$ cat src/rtl/proc_loader_pkg.sv
// proc_loader_pkg: shared ctrl encodings, frame width and loader state codes
package proc_loader_pkg;
    localparam logic [1:0] CTRL_IDLE = 2'b00;
    localparam logic [1:0] CTRL_IWR  = 2'b01;
    localparam logic [1:0] CTRL_DWR  = 2'b10;
    localparam logic [1:0] CTRL_RUN  = 2'b11;
    localparam int FRAME_W = 12;
    typedef logic [FRAME_W-1:0] frame_t;
    localparam logic [2:0] S_IDLE  = 3'd0;
    localparam logic [2:0] S_SETUP = 3'd1;
    localparam logic [2:0] S_SHIFT = 3'd2;
    localparam logic [2:0] S_GAP   = 3'd3;
    localparam logic [2:0] S_ARM   = 3'd4;
    localparam logic [2:0] S_WAIT  = 3'd5;
endpackage

$ cat src/rtl/proc_loader_if.sv
// proc_loader_if: load/run command port
//  valid, ready : handshake, command taken when both are 1
//  run          : 1 = run command, tgt/addr/data ignored
//  tgt          : 0 = icache, 1 = dcache
//  addr, data   : cache address and byte
interface proc_loader_if;
    logic       valid;
    logic       ready;
    logic       run;
    logic       tgt;
    logic [3:0] addr;
    logic [7:0] data;
    modport master (output valid, run, tgt, addr, data, input ready);
    modport slave  (input valid, run, tgt, addr, data, output ready);
endinterface

$ cat src/rtl/proc_loader_sclk_sync.sv
// proc_loader_sclk_sync: 2FF synchroniser plus edge register, rise/fall strobes
//  clk, rst_n : system clock, async active-low reset
//  din        : asynchronous input
//  rise, fall : 1-cycle strobes, acted on 3 clk edges after din changes
module proc_loader_sclk_sync (
    input  logic clk,
    input  logic rst_n,
    input  logic din,
    output logic rise,
    output logic fall
);
    logic [2:0] sr;
    always_ff @(posedge clk or negedge rst_n)
        if (!rst_n) sr <= '0;
        else        sr <= {sr[1:0], din};
    assign rise = sr[1] & ~sr[2];
    assign fall = ~sr[1] & sr[2];
endmodule

$ cat src/rtl/proc_loader.sv
// proc_loader: serialises load commands onto ctrl/miso and launches runs of the tiny processor
//  clk, rst_n : system clock, async active-low reset
//  cmd        : command port (slave)
//  sclk_in    : processor shift clock, asynchronous
//  done_in    : processor done flag
//  ctrl_out   : 00 idle, 01 icache load, 10 dcache load, 11 run
//  miso_out   : frame data, MSB first
//  busy       : not idle
//  run_done   : pulse, run finished normally
//  run_tout   : pulse, run aborted by timeout
module proc_loader
    import proc_loader_pkg::*;
#(
    parameter int SETUP_CYC = 2,
    parameter int GAP_CYC   = 2,
    parameter int RUN_TO    = 4096
) (
    input  logic             clk,
    input  logic             rst_n,
    proc_loader_if.slave     cmd,
    input  logic             sclk_in,
    input  logic             done_in,
    output logic [1:0]       ctrl_out,
    output logic             miso_out,
    output logic             busy,
    output logic             run_done,
    output logic             run_tout
);
    localparam int TW = $clog2(RUN_TO + SETUP_CYC + GAP_CYC + 2);
    logic [2:0]    state;
    logic          live;
    logic [3:0]    cnt;
    logic [TW-1:0] tmr;
    frame_t        frame;
    logic          rise, fall;
    proc_loader_sclk_sync u_sync (
        .clk  (clk),
        .rst_n(rst_n),
        .din  (sclk_in),
        .rise (rise),
        .fall (fall)
    );
    // live keeps cmd_ready low through reset and its first release cycle
    assign cmd.ready = live && state == S_IDLE;
    assign busy      = state != S_IDLE;
    always_ff @(posedge clk or negedge rst_n) begin
        if (!rst_n) begin
            state    <= S_IDLE;
            live     <= 1'b0;
            cnt      <= '0;
            tmr      <= '0;
            frame    <= '0;
            ctrl_out <= CTRL_IDLE;
            miso_out <= 1'b0;
            run_done <= 1'b0;
            run_tout <= 1'b0;
        end else begin
            live     <= 1'b1;
            run_done <= 1'b0;
            run_tout <= 1'b0;
            case (state)
                S_IDLE: if (cmd.valid && cmd.ready) begin
                    tmr      <= '0;
                    frame    <= {cmd.addr, cmd.data};
                    ctrl_out <= cmd.run ? CTRL_RUN : cmd.tgt ? CTRL_DWR : CTRL_IWR;
                    state    <= cmd.run ? S_ARM : S_SETUP;
                end
                S_SETUP: begin
                    tmr <= tmr + 1'b1;
                    if (tmr == TW'(SETUP_CYC - 1)) begin
                        miso_out <= frame[FRAME_W-1];
                        cnt      <= '0;
                        state    <= S_SHIFT;
                    end
                end
                // cnt counts bits already sampled; a fall drives the bit the next rise samples
                S_SHIFT: if (rise) begin
                    cnt <= cnt + 1'b1;
                    if (cnt == 4'(FRAME_W - 1)) begin
                        ctrl_out <= CTRL_IDLE;
                        miso_out <= 1'b0;
                        tmr      <= '0;
                        state    <= S_GAP;
                    end
                end else if (fall) begin
                    miso_out <= frame[4'(FRAME_W - 1) - cnt];
                end
                S_GAP: begin
                    tmr <= tmr + 1'b1;
                    if (tmr == TW'(GAP_CYC - 1)) state <= S_IDLE;
                end
                // ctrl drops on the edge that sees done so the processor does not re-enter EXEC
                S_ARM, S_WAIT: if (state == S_WAIT && done_in) begin
                    ctrl_out <= CTRL_IDLE;
                    run_done <= 1'b1;
                    tmr      <= '0;
                    state    <= S_GAP;
                end else if (RUN_TO != 0 && tmr == TW'(RUN_TO - 1)) begin
                    ctrl_out <= CTRL_IDLE;
                    run_tout <= 1'b1;
                    tmr      <= '0;
                    state    <= S_GAP;
                end else begin
                    tmr <= tmr + 1'b1;
                    if (!done_in) state <= S_WAIT;
                end
                default: state <= S_IDLE;
            endcase
        end
    end
endmodule

$ cat src/flat_wrapper.sv
// flat-port wrapper written by rule: the top's interface ports become plain ports
module proc_loader_flat import proc_loader_pkg::*;
#(
    parameter int SETUP_CYC = 2,
    parameter int GAP_CYC   = 2,
    parameter int RUN_TO    = 4096
)
  (clk, rst_n, sclk_in, done_in, ctrl_out, miso_out, busy, run_done, run_tout, cmd_valid, cmd_run, cmd_tgt, cmd_addr, cmd_data, cmd_ready);
  proc_loader_if cmd_i ();
  input  logic clk;
  input  logic rst_n;
  input  logic sclk_in;
  input  logic done_in;
  output logic [1:0] ctrl_out;
  output logic miso_out;
  output logic busy;
  output logic run_done;
  output logic run_tout;
  input wire logic [$bits(cmd_i.valid)-1:0] cmd_valid;
  input wire logic [$bits(cmd_i.run)-1:0] cmd_run;
  input wire logic [$bits(cmd_i.tgt)-1:0] cmd_tgt;
  input wire logic [$bits(cmd_i.addr)-1:0] cmd_addr;
  input wire logic [$bits(cmd_i.data)-1:0] cmd_data;
  output wire logic [$bits(cmd_i.ready)-1:0] cmd_ready;
  assign cmd_i.valid = cmd_valid;
  assign cmd_i.run = cmd_run;
  assign cmd_i.tgt = cmd_tgt;
  assign cmd_i.addr = cmd_addr;
  assign cmd_i.data = cmd_data;
  assign cmd_ready = cmd_i.ready;
  proc_loader #(.SETUP_CYC(SETUP_CYC), .GAP_CYC(GAP_CYC), .RUN_TO(RUN_TO)) u_core (.clk(clk), .rst_n(rst_n), .cmd(cmd_i), .sclk_in(sclk_in), .done_in(done_in), .ctrl_out(ctrl_out), .miso_out(miso_out), .busy(busy), .run_done(run_done), .run_tout(run_tout));
endmodule
$ cat config.mk
export PLATFORM = sky130hd
export DESIGN_NAME = proc_loader_flat
export DESIGN_NICKNAME = d
export VERILOG_FILES = /design/src/rtl/proc_loader_pkg.sv /design/src/rtl/proc_loader_if.sv /design/src/rtl/proc_loader_sclk_sync.sv /design/src/rtl/proc_loader.sv /design/src/flat_wrapper.sv
export SDC_FILE = /design/constraint.sdc
export NUM_CORES = 1
export LEC_CHECK = 0
export ABC_AREA = 1
export CAP_MARGIN = 0
export CORE_MARGIN = 2
export CORE_UTILIZATION = 51
export CTS_CLUSTER_DIAMETER = 60
export DETAILED_ROUTE_END_ITERATION = 10
export PLACE_DENSITY = 0.86
export RECOVER_POWER = 25
export SLEW_MARGIN = 20
export SYNTH_ARGS = -nofsm -noshare
export SYNTH_HDL_FRONTEND = slang
export SYNTH_SLANG_ARGS = --single-unit
$ cat constraint.sdc
create_clock -name clk -period 1.4 [get_ports clk]
set_input_delay 0.42 -clock clk [delete_from_list [all_inputs] [get_ports clk]]
set_output_delay 0.42 -clock clk [all_outputs]
set_load 0.02 [all_outputs]
==> impl_metrics.py <==
metrics = {
    "detailed_routing": {
        "first_iter_violations": 832,
        "wirelength_um": 13300,
        "vias": 3352,
        "vias_per_cell": 7.19,
        "wl_per_cell_um": 28.5,
        "antenna_left": 0,
        "drt_first_pass_iters": 11,
        "drc_errors": 0,
    },
    "sta": {
        "rsz0062_at_grt": "true",
        "tightest_slew_ns": 0.982,
        "min_period_over_period_pct": 139,
        "relSlewSlack_pct": 34.5,
        "setup_ws_ns": -0.541,
        "finalHoldViolCount": 0,
        "setup_violations": 38,
        "final_max_slew_viol_count": 0,
        "finClkSkew_ns": 0.00920,
        "finalCriticalPeriod_ns": 1.94,
        "fmax_mhz": 515,
    },
    "die": {
        "core_area_um2": 4410,
        "num_rows": 24,
        "start_util_pct": 53.7,
        "die-height_um": 72.2,
        "die_area_um2": 5210,
        "io_pins": 26,
        "die-width_um": 72.2,
    },
    "final_layout": {
        "final_cell_mix": "nand2_1 (53), buf_4 (47), dfrtp_1 (40), inv_1 (39), nor2_1 (24)",
        "register_area_um2": 1030,
        "stdcell_area_um2": 3890,
        "multi_input_area_um2": 1590,
        "fillers": 159,
        "drive_gt1_share_pct": 44.8,
        "final_common_cell": "nand2_1",
        "fin_nets": 435,
        "area_growth_pct": 63.8,
    },
    "critical_path": {
        "crit_fanout": 4,
        "crit_required_ns": 1.60,
        "end_kind": "flip-flop",
        "arrival_ns": 2.14,
        "path_class": "reg -> reg",
        "worst_setup_path_start_kind": "flip-flop",
    },
    "power": {
        "power.total_uw": 2480,
        "worst_ir_drop_vdd_uv": 1030,
        "p_leak_uw": 0.00196,
        "powerDensity_nw_per_um2": 637,
    },
    "place": {
        "post_dp_cell_area_um2": 3000,
        "numPortBuffers": 25,
        "hpwl_um": 4390,
        "place_congestion": 0.885,
    },
    "global_routing": {
        "overflow": 0,
        "grt_pass1_wl_um": 14700,
        "antenna_found_initial": 1,
        "track_usage_pct": 37.7,
        "grt_max_degree": 28,
        "first_global_vias": 2820,
    },
    "clock_network": {
        "cts_tree": "done",
        "cts.sinks": 41,
        "h-tree-depth": 2,
        "insertion_delay_ns": 0.32,
        "numCtsBuffers": 5,
        "cts_hold_buf": 0,
        "cts_buffer_depth": 2,
        "root_buffer": "clkbuf_8",
        "clk_pin_slew_ns": 0.09,
    },
    "yosys": {
        "yosys.area_share.simple_pct": 34.2,
        "synth_top_family_by_area": "simple AND/OR/NAND/NOR gates",
        "synth-xor-area-share_pct": 1.11,
        "synth_fp_nets": 337,
        "syn_area_um2": 2370,
        "synth-seq-cells": 41,
        "synthAdderAreaFrac_pct": 2.11,
        "syn_inst": 314,
        "synth.avg_cell_area_um2": 7.56,
        "synth.area.mux_share_pct": 2.85,
        "ys_warn_count": 0,
        "synth_compound_area_share_pct": 7.49,
        "synth_sequential_area_ratio_pct": 43.2,
        "synth.distinct_cells": 28,
    },
    "run_status": {
        "run_status": "complete, but fails checks",
        "violations": "negative setup slack",
    },
    "hold_path": {
        "hold_path_class": "in -> async",
    },
    "run": {
        "max_cap_violations": 0,
    },
}
per-stage QoR:
step | setup slack [ns] | util, % | hold slack, ns | instances | TNS (ns)
6_report | -0.541 | 88.0 | 0.233 | 466 | -12.17
4_1_cts | -0.228 | 79.5 | 0.0381 | 456 | -4.47
5_1_grt | -0.489 | 88.0 | 0.295 | 465 | -13.82
3_3_place_gp | -0.442 | 68.0 | 0.333 | 432 | -10.20
2_1_floorplan | -0.156 | - | 0.124 | 314 | -1.84
3_5_place_dp | -0.484 | 68.0 | 0.339 | 432 | -11.28
worst paths after layout:
check | slack, ns | cells past startpoint | from | to
max in group asynchronous | 0.49 | 2 | rst_n | u_core.state[1]
min reg2reg | 0.37 | 0 | u_core.u_sync.sr[0] | u_core.u_sync.sr[1]
max | -0.54 | 9 | u_core.tmr[4] | u_core.state[1]
max reg2reg | -0.54 | 9 | u_core.tmr[4] | u_core.state[1]
min in group clk | 0.37 | 0 | u_core.u_sync.sr[0] | u_core.u_sync.sr[1]
min | 0.23 | 1 | rst_n | u_core.run_done
final cells by class:
type / instances / share of cell area, %
clock inverters: 1 / 0.773
well taps: 52 / 1.67
inverters: 47 / 4.83
multi-input cells: 223 / 41.0
flip-flops and latches: 41 / 26.4
diodes: 1 / 0.0644
repair buffers: 94 / 23.0
clock buffers: 7 / 2.22
layer usage:
metal  wire length [µm]  track usage (%)  vias to the layer above  share of wire (%)
li1                   -                -                     1208                  -
met1               4170             47.3                     1469                 31
met2               5280             61.2                      487                 40
met3               2280             7.08                      188                 17
met4               1550             21.2                        0                 12
met5                  0                0                        -                  0
critical path, cell delays in order (launching register included):
cell and delay, ns:
dfrtp_1 0.44, buf_6 0.14, nor2_4 0.11, nand3_1 0.12
nor2_1 0.36, nand2_1 0.14, nand2_1 0.22, nand3_4 0.14
nand2_2 0.09, o21ai_2 0.05
power breakdown:
part	total, µW	switching [µW]	leakage [µW]	internal (µW)
registers	1230	19.9	0.000508	1210
clock network	1070	488	0.0000585	583
logic	176	93.3	0.00140	83.1
cell usage after synthesis (all sizes together):
| library cell | number | share of area (%) |
|---|---|---|
| nand4 | 7 | 1.8 |
| xor2 | 2 | 0.74 |
| nor3b | 1 | 0.79 |
| buf | 4 | 1.4 |
| conb | 1 | 0.16 |
| mux2 | 6 | 2.8 |
| nand3 | 37 | 9.2 |
| dfrtp | 41 | 43 |
| nor3 | 3 | 0.63 |
| xnor2 | 1 | 0.37 |
| a21oi | 10 | 2.3 |
| and3 | 2 | 0.53 |
| nand2 | 86 | 14 |
| o21ai | 19 | 4.0 |
| a31oi | 1 | 0.26 |
| o211ai | 3 | 0.95 |
| ha | 4 | 2.1 |
| nor2 | 39 | 7.3 |
| inv | 47 | 7.4 |
sequential cells by signal (all words and copies together), names as in the netlist:
name,count
u_core.tmr,13
u_core.frame,12
u_core.cnt,4
u_core.state,3
u_core.u_sync.sr,3
u_core.ctrl_out,2
u_core.live,1
u_core.miso_out,1
u_core.run_done,1
u_core.run_tout,1
logic make-up after synthesis:
| group | Yosys count |
|---|---|
| AO/OA/AOI/OAI | 33 |
| XOR/XNOR | 3 |
| adder cells (fa/ha/maj) | 4 |
| buffers and inverters | 51 |
| flip-flops | 41 |
| multiplexers | 6 |
| other | 1 |
| AND/OR/NAND/NOR | 175 |
timing repair:
action                                  in CTS  in global routing
buffers inserted                            13                  9
endpoints found under the setup margin      42                 40
resized for setup                           77                 96
cloned                                       3                  1
pin swaps                                   24                 30
Note: power is estimated with default switching activity, not from simulation.
